[config.mk]
export PLATFORM = sky130hd
export DESIGN_NAME = display_frame_writer
export DESIGN_NICKNAME = d
export VERILOG_FILES = /design/src/rtl/display_frame_writer.sv
export SDC_FILE = /design/constraint.sdc
export NUM_CORES = 1
export LEC_CHECK = 0
export ABC_AREA = 1
export CORE_MARGIN = 10
export CORE_UTILIZATION = 40
export DETAILED_ROUTE_END_ITERATION = 8
export GPL_TIMING_DRIVEN = 1
export PLACE_DENSITY = 0.65
export SYNTH_ARGS = -nofsm -noshare
export SYNTH_HDL_FRONTEND = slang
export SYNTH_SLANG_ARGS = --single-unit
[constraint.sdc]
create_clock -name clk -period 2.1 [get_ports clk]
set_input_delay 0.42 -clock clk [delete_from_list [all_inputs] [get_ports clk]]
set_output_delay 0.42 -clock clk [all_outputs]
set_load 0.005 [all_outputs]
[src/rtl/display_frame_writer.sv]
// display_frame_writer: SPI slave that takes a draw command, then streams
// one byte per pixel into a framebuffer write port in raster order.
module display_frame_writer #(
  parameter int unsigned ROWS     = 168,
  parameter int unsigned COLS     = 144,
  parameter logic [7:0]  CMD_DRAW = 8'h05
) (
  input  logic        clk,
  input  logic        reset,
  input  logic        cs,
  input  logic        sck,
  input  logic        mosi,
  output logic        miso,
  output logic        fb_we,
  output logic [14:0] fb_addr,
  output logic [7:0]  fb_wdata,
  output logic        frame_done,
  output logic        intn,
  output logic        busy,
  output logic        error
);

  localparam int RW = (ROWS > 1) ? $clog2(ROWS) : 1;
  localparam int CW = (COLS > 1) ? $clog2(COLS) : 1;
  localparam logic [RW-1:0] ROW_LAST = RW'(ROWS - 1);
  localparam logic [CW-1:0] COL_LAST = CW'(COLS - 1);

  typedef enum logic [1:0] {
    IDLE,
    CMD,
    ARMED,
    DATA
  } state_e;

  logic [1:0] cs_sq;
  logic [1:0] sck_sq;
  logic [1:0] mosi_sq;
  logic       cs_d1_q;
  logic       sck_d1_q;

  logic       cs_s;
  logic       sck_s;
  logic       mosi_s;
  logic       cs_fall;
  logic       cs_rise;
  logic       sck_rise;
  logic       sck_fall;

  always_ff @(posedge clk or negedge reset) begin
    if (!reset) begin
      cs_sq    <= 2'b11;
      sck_sq   <= 2'b00;
      mosi_sq  <= 2'b00;
      cs_d1_q  <= 1'b1;
      sck_d1_q <= 1'b0;
    end else begin
      cs_sq    <= {cs_sq[0], cs};
      sck_sq   <= {sck_sq[0], sck};
      mosi_sq  <= {mosi_sq[0], mosi};
      cs_d1_q  <= cs_sq[1];
      sck_d1_q <= sck_sq[1];
    end
  end

  assign cs_s     = cs_sq[1];
  assign sck_s    = sck_sq[1];
  assign mosi_s   = mosi_sq[1];
  assign cs_fall  = cs_d1_q & ~cs_s;
  assign cs_rise  = ~cs_d1_q & cs_s;
  assign sck_rise = ~sck_d1_q & sck_s & ~cs_s;
  assign sck_fall = sck_d1_q & ~sck_s & ~cs_s;

  // 7-bit right shifter: after seven bits it holds bits 0..6, the
  // eighth bit is taken straight from the synchronizer.
  logic [2:0] bit_q;
  logic [6:0] sh_q;
  logic       byte_done;
  logic [7:0] byte_w;

  always_ff @(posedge clk or negedge reset) begin
    if (!reset) begin
      bit_q <= 3'd0;
      sh_q  <= 7'd0;
    end else if (cs_fall || cs_rise) begin
      bit_q <= 3'd0;
    end else if (sck_rise) begin
      bit_q <= bit_q + 3'd1;
      sh_q  <= {mosi_s, sh_q[6:1]};
    end
  end

  assign byte_done = sck_rise & (bit_q == 3'd7) & ~cs_fall;
  assign byte_w    = {mosi_s, sh_q};

  state_e        st_q;
  logic          cmd_seen_q;
  logic          cmd_ok_q;
  logic          last_q;
  logic          fin_q;
  logic [7:0]    stat_q;
  logic [2:0]    mbit_q;
  logic [2:0]    mnext;
  logic [RW-1:0] row_q;
  logic [CW-1:0] col_q;
  logic [14:0]   addr_q;
  logic          miso_q;
  logic          fb_we_q;
  logic [14:0]   fb_addr_q;
  logic [7:0]    fb_wdata_q;
  logic          frame_done_q;
  logic          intn_q;
  logic          busy_q;
  logic          err_q;

  assign mnext = mbit_q + 3'd1;

  always_ff @(posedge clk or negedge reset) begin
    if (!reset) begin
      st_q         <= IDLE;
      cmd_seen_q   <= 1'b0;
      cmd_ok_q     <= 1'b0;
      last_q       <= 1'b0;
      fin_q        <= 1'b0;
      stat_q       <= 8'd0;
      mbit_q       <= 3'd0;
      row_q        <= '0;
      col_q        <= '0;
      addr_q       <= 15'd0;
      miso_q       <= 1'b0;
      fb_we_q      <= 1'b0;
      fb_addr_q    <= 15'd0;
      fb_wdata_q   <= 8'd0;
      frame_done_q <= 1'b0;
      intn_q       <= 1'b1;
      busy_q       <= 1'b0;
      err_q        <= 1'b0;
    end else begin
      fb_we_q      <= 1'b0;
      frame_done_q <= 1'b0;
      fin_q        <= 1'b0;
      miso_q       <= 1'b0;
      if (fin_q) begin
        frame_done_q <= 1'b1;
        busy_q       <= 1'b0;
        intn_q       <= 1'b0;
      end
      if (cs_fall) begin
        intn_q <= 1'b1;
      end
      unique case (st_q)
        IDLE: begin
          if (cs_fall) begin
            st_q       <= CMD;
            cmd_seen_q <= 1'b0;
            cmd_ok_q   <= 1'b0;
            mbit_q     <= 3'd0;
            stat_q     <= {5'b0, ~intn_q, err_q, busy_q};
            miso_q     <= busy_q;
          end
        end
        CMD: begin
          if (cs_rise) begin
            st_q <= (cmd_seen_q && cmd_ok_q) ? ARMED : IDLE;
          end else begin
            miso_q <= stat_q[mbit_q];
            if (sck_fall) begin
              mbit_q <= mnext;
              miso_q <= stat_q[mnext];
            end
            if (byte_done && !cmd_seen_q) begin
              cmd_seen_q <= 1'b1;
              if (byte_w == CMD_DRAW) begin
                cmd_ok_q <= 1'b1;
                busy_q   <= 1'b1;
                err_q    <= 1'b0;
              end else begin
                err_q <= 1'b1;
              end
            end
          end
        end
        ARMED: begin
          if (cs_fall) begin
            st_q   <= DATA;
            row_q  <= '0;
            col_q  <= '0;
            addr_q <= 15'd0;
            last_q <= 1'b0;
          end
        end
        DATA: begin
          if (cs_rise) begin
            st_q <= IDLE;
            if (!last_q) begin
              err_q  <= 1'b1;
              busy_q <= 1'b0;
            end
          end else if (byte_done && !last_q) begin
            fb_we_q    <= 1'b1;
            fb_addr_q  <= addr_q;
            fb_wdata_q <= byte_w;
            addr_q     <= addr_q + 15'd1;
            if (col_q == COL_LAST) begin
              col_q <= '0;
              if (row_q == ROW_LAST) begin
                last_q <= 1'b1;
                fin_q  <= 1'b1;
              end else begin
                row_q <= row_q + RW'(1);
              end
            end else begin
              col_q <= col_q + CW'(1);
            end
          end
        end
      endcase
    end
  end

  assign miso       = miso_q;
  assign fb_we      = fb_we_q;
  assign fb_addr    = fb_addr_q;
  assign fb_wdata   = fb_wdata_q;
  assign frame_done = frame_done_q;
  assign intn       = intn_q;
  assign busy       = busy_q;
  assign error      = err_q;

endmodule
==> impl_results.md, run 1 <==
* Grt ovf at 0
* Yosys reg bits at 90
* Top delay family on crit path: flip-flops
* Tot Pwr at 3.30 mW
* Filler Cell Count at between 1000 and 1500
* Slew Viols, Final at 0
* Post-CTS Hold Fix Bufs at 0
* Buf/Inv on CP at 2
* Clock Power Share at 0.337
* CP max stage delay at between 0.5 and 0.6 ns
* Area grow syn2layout at 15.0%
* Power density over cell area at between 600 and 700 nW/um^2
* Critical path required time at around 2.4 ns
* Gr usage total at 0.117
* CP max-delay cell: dfstp_2
* Floorplan core area at approximately 11000 um^2
* Port bufs at 33
* Routed Antenna Nets at 0
* Post-Route WL at 8.84 mm
* Synth top area cells: dfrtp_1, nand2_1, inv_1
* Clock Root Buffer: clkbuf_8
* Clk_lat worst skew at approximately 0.37 ns
* Hold Slack at between 0.07 and 0.08 ns
* H-tree depth at 3
* P_sw at between 800 and 900 uW
* Internal power at between 2 and 2.5 mW
* Setup Buffers After CTS at 0
* Max Fclk at ~0.51 GHz
* Asr flop ratio synth at 1.00
* Crit share post-route at 0.927
* Max_cap viols at 0
* Worst Setup Path Type: reg -> reg
* RSZ-0062 raised after global routing: no
* Critical Path AT at approximately 2.2 ns
* Post_cts resized at 0
* Post-DP HPWL at between 6 and 7 mm
* Combinational share of power at 0.097
* Crit-path max FO at 12
* Sequential area share after synthesis at 0.510
* Synth area leader: dfrtp_1
* Sw Ratio at 0.260
* Final Setup Violations at 0
* Top cell type's share of synthesized area at 0.486
* WL/cell at ~13 um
* HP Class: in -> async
* Most common cell after layout, fill and taps aside: nand2_1
* Gpl congestion at slightly above 0.8
* Chip width at between 100 and 150 um
* Min cycle time layout at between 1.5 and 2 ns
* Unique masters post-synth at 38
* Fin. Hold Viols at 0
* Relative slew slack at 0.580
* Flop pwr share at 0.567
* Post-synth EDFFs at 0
* CTS tree: yes
* Lkg Pwr at between 2 and 2.5 nW
* VDD IR max at 0.443 mV
* First-pass GRT wire length at 15.5 mm
* CTS Sinks at 90
* Row cnt at 38
* Fin area at 5090 um^2
* Syn Inst Count at 519
* Post-Syn Area at ~4400 um^2
* Most used cell along the critical path: nand2_1
* DR vias at between 3000 and 4000
* Outcome: completed
* Die Ht at between 100 and 150 um
* Worst-margin pin slew at about 0.62 ns
* Number of global-route vias before repair at between 3000 and 4000
* Multi-input gate area at 1860 um^2
* Main flop type after synthesis: dfrtp_1
* Worst-path clk slew at ~0.080 ns
* Commonest non-fill, non-tap cells in the layout: nand2_1, dfrtp_1, inv_1, nor2_1
* Worst Clk Skew at around 0.0063 ns
* Nets at roughly 570
* Maximum buffer depth of the clock tree at 2
* Syn_nets at between 500 and 600
* Largest net degree at the start of global routing at ~90
* Syn Area/Cell at 8.53 um^2
* Placed cell area at 4910 um^2
* Cell Chain, Critical Path: inv_2 > ha_1 > nor2_2 > nand3_4 > a21oi_4 > buf_4 > nand2_1 > nand2_1 > nand2_1
* Iteration-0 DRC Markers at 265
* CP Launch Type: flop
* Initial antenna violation count at 0
* Final Util at 0.470
* Initial cell density of the core at 0.408
* Total CTS buffers at 9
* Remaining DRCs at 0
* Die area at approximately 16000 um^2
* ANT cells at 0
* Yosys warns at 0
* Sequential Area at ~2300 um^2
* CP endpoint kind: flop
* Sum Neg Setup Slack at 0 ns
* Layout cell share with drive strength beyond 1 at 0.110
* Drt pass-1 iters at 4
* Ports at 34
* Vias per Instance at about 4.8
## cell families after synthesis
| group | Yosys count | share of synthesized area |
|---|---|---|
| AO/OA/AOI/OAI | 63 | 0.0760 |
| XOR/XNOR | 16 | 0.0317 |
| adder cells (fa/ha/maj) | 8 | 0.0226 |
| buffers and inverters | 65 | 0.0701 |
| flip-flops | 90 | 0.510 |
| AND/OR/NAND/NOR | 277 | 0.290 |
## synth_stat cells, types with 2 or more instances
master / instances
inv_2: 3
nand3_2: 3
a21oi_1: 5
nand2_2: 6
dfrtp_1: 86
clkbuf_1: 2
nand3_1: 32
nor3_1: 6
nor3_2: 2
nor2_1: 41
nor2_2: 4
o21ai_0: 30
o21ai_1: 24
xnor2_1: 3
nand2_4: 4
xor2_1: 13
buf_6: 8
nand2_1: 163
buf_2: 2
nor2_4: 2
dfstp_2: 4
inv_1: 48
ha_1: 8
nand4_1: 6
## per-layer routing
layer,global-route usage,wire length [um],up-vias
met3,0.0308,355,9
met4,0.0542,155,0
li1,-,-,1732
met1,0.152,4260,1607
met2,0.177,4070,53
met5,0,0,-
## sequential cells by signal (all words and copies together) (netlist names), 2 cells and up, named ones only
name      flops
addr_q       15
sck_sq        2
sh_q          7
fb_addr      15
row_q         8
bit_q         3
stat_q        3
col_q         8
fb_wdata      8
mbit_q        3
mosi_sq       2
cs_sq         2
## worst reg2reg max path, stage by stage (launching register included)
cell and delay (ns):
dfstp_2 0.58, inv_2 0.05, ha_1 0.23, nor2_2 0.26, nand3_4 0.13, a21oi_4 0.19, buf_4 0.23, nand2_1 0.07
nand2_1 0.05, nand2_1 0.04
## power by group through the flow
stage	clock network, mW	registers, mW	logic, mW
floorplan	0	1.88	0.232
global placement	0	1.90	0.307
detailed placement	0	1.91	0.323
CTS	1.15	1.87	0.324
global route	1.23	1.88	0.366
finish	1.11	1.87	0.320
## layout make-up
cell class | instances | share of cell area
Sequential cell | 90 | 0.443
Multi-Input combinational cell | 364 | 0.365
Timing Repair Buffer | 41 | 0.0811
Inverter | 53 | 0.0398
Tap cell | 140 | 0.0344
Clock buffer | 14 | 0.0339
Clock inverter | 2 | 0.00246
## worst paths after layout
check	from	to	slack, ns	cells after the start
worst max-delay path	cs_sq[1]	col_q[7]	0.15	9
min in group clk	sck_sq[0]	sck_sq[1]	0.35	0
worst min-delay path	reset	mbit_q[1]	0.08	2
worst max register to register	cs_sq[1]	col_q[7]	0.15	9
max in group asynchronous	reset	intn	1.65	2
worst min register to register	sck_sq[0]	sck_sq[1]	0.35	0
## per-stage QoR
step,setup slack (ns),instances
3_3_place_gp,0.201,688
5_1_grt,0.0564,704
3_5_place_dp,0.159,688
4_1_cts,0.143,704
6_report,0.154,704
2_1_floorplan,0.350,519
No activity file was read; power rests on OpenSTA's default activity.
==> run 2: changes to the inputs <==
--- a/config.mk
+++ b/config.mk
@@ -8,9 +8,11 @@
 export ABC_AREA = 1
 export CORE_MARGIN = 10
 export CORE_UTILIZATION = 40
+export CTS_CLUSTER_DIAMETER = 80
 export DETAILED_ROUTE_END_ITERATION = 8
 export GPL_TIMING_DRIVEN = 1
-export PLACE_DENSITY = 0.65
+export PLACE_DENSITY = 0.7
+export SKIP_CTS_REPAIR_TIMING = 1
 export SYNTH_ARGS = -nofsm -noshare
 export SYNTH_HDL_FRONTEND = slang
 export SYNTH_SLANG_ARGS = --single-unit
==> impl_results.md, run 2 (synthesized netlist as in run 1, its figures left out) <==
* CTS tree: yes
* Tot Pwr at between 3 and 4 mW
* Critical Path AT at between 2 and 2.5 ns
* Most common cell after layout, fill and taps aside: nand2_1
* First-pass GRT wire length at about 16 mm
* Sum Neg Setup Slack at 0 ns
* Gr usage total at 0.117
* Nets at ~580
* RSZ-0062 raised after global routing: no
* DR vias at 3437
* Post-DP HPWL at 6.56 mm
* Total CTS buffers at 9
* Critical path required time at approximately 2.4 ns
* Clk_lat worst skew at 0.37 ns
* WL/cell at around 13 um
* Worst Setup Path Type: reg -> reg
* CTS Sinks at 90
* CP endpoint kind: flop
* Hold_sp: mosi_sq[0]
* Crit-path max FO at 11
* Post-Route WL at just under 9 mm
* Relative slew slack at 0.593
* HP Class: reg -> reg
* Top delay family on crit path: flip-flops
* Initial antenna violation count at 0
* Area grow syn2layout at 16.3%
* Worst flop-to-flop path startpoint: cs_sq[1]
* CP max stage delay at approximately 0.58 ns
* Grt ovf at 0
* Lkg Pwr at roughly 2.4 nW
* Drt pass-1 iters at 4
* Worst Clk Skew at around 0.01 ns
* Max_cap viols at 0
* Die Ht at between 100 and 150 um
* Worst-margin pin slew at between 0.6 and 0.7 ns
* Cell Chain, Critical Path: inv_2 > ha_1 > nor2_4 > nand3_4 > a21oi_4 > buf_4 > nand3_1 > nand2_1
* Ports at 34
* Chip width at roughly 130 um
* ANT cells at 0
* Initial cell density of the core at 0.408
* Clock Root Buffer: clkbuf_8
* Power density over cell area at approximately 670 nW/um^2
* Remaining DRCs at 0
* CP max-delay cell: dfstp_2
* Row cnt at 38
* Critical Path Source: cs_sq[1]
* Maximum buffer depth of the clock tree at 2
* Final Setup Violations at 0
* H-tree depth at 3
* Min cycle time layout at 1.90 ns
* Commonest non-fill, non-tap cells in the layout: nand2_1, dfrtp_1, inv_1, nor2_1
* Max Fclk at approximately 0.53 GHz
* Vias per Instance at roughly 5
* CP Launch Type: flop
* Layout cell share with drive strength beyond 1 at 0.116
* Iteration-0 DRC Markers at about 280
* Worst-path clk slew at about 0.09 ns
* Gpl congestion at 0.818
* Buf/Inv on CP at 2
* Largest net degree at the start of global routing at between 40 and 50
* Fin. Hold Viols at 0
* Die area at 15700 um^2
* Slew Viols, Final at 0
* Floorplan core area at approximately 11000 um^2
* Outcome: completed
* Port bufs at 33
* Routed Antenna Nets at 0
* VDD IR max at around 0.46 mV
* Crit share post-route at 0.903
* Number of global-route vias before repair at 3336
run 2: changes by cell type in the layout (fill, tap and decap cells not counted), sizes merged:
| cell | before | now |
|---|---|---|
| clkinv | 2 | 4 |
| clkbuf | 14 | 11 |
| buf | 9 | 11 |
| clkinvlp | 1 | 0 |
| dlygate4sd3 | 0 | 1 |
| inv | 52 | 53 |
| bufinv | 0 | 1 |
run 2: stage by stage:
step | hold slack (ns) | worst slack (ns) | utilization | area [um^2] | instances
6_report | 0.360 | 0.204 | 0.475 | 5150 | 707
5_1_grt | 0.366 | 0.0470 | 0.475 | 5150 | 707
4_1_cts | -0.0504 | 0.114 | 0.474 | 5130 | 706
3_5_place_dp | 0.340 | 0.143 | 0.454 | 4920 | 690
3_3_place_gp | 0.337 | 0.210 | 0.454 | 4920 | 690
2_1_floorplan | 0.124 | 0.350 | - | 4430 | 519
run 2: per-layer routing:
layer	share of wire	track usage	vias up
li1	-	-	1740
met1	0.47	0.146	1630
met2	0.48	0.188	54
met3	0.038	0.0249	13
met4	0.016	0.0617	0
met5	0	0	-
run 2: area by class of cell:
| type | instances | area [um^2] |
|---|---|---|
| inverter | 53 | 203 |
| tap | 140 | 175 |
| clock buffer | 11 | 151 |
| timing repair buffer | 44 | 438 |
| multi-input combinational | 364 | 1860 |
| clock inverter | 5 | 61.3 |
| sequential | 90 | 2260 |
| fill | 1048 | 5690 |
run 2: final timing paths:
check	end	slack (ns)	cells past startpoint
worst max-delay path	col_q[3]	0.20	8
worst min-delay path	mosi_sq[1]	0.36	0
worst max register to register	col_q[3]	0.20	8
worst min register to register	mosi_sq[1]	0.36	0
max in group asynchronous	col_q[5]	1.01	3
min in group asynchronous	mbit_q[1]	0.50	2
run 2: where the power goes:
group          switching, mW  internal, mW
registers             0.0703          1.80
clock network          0.623         0.621
logic                  0.200         0.118
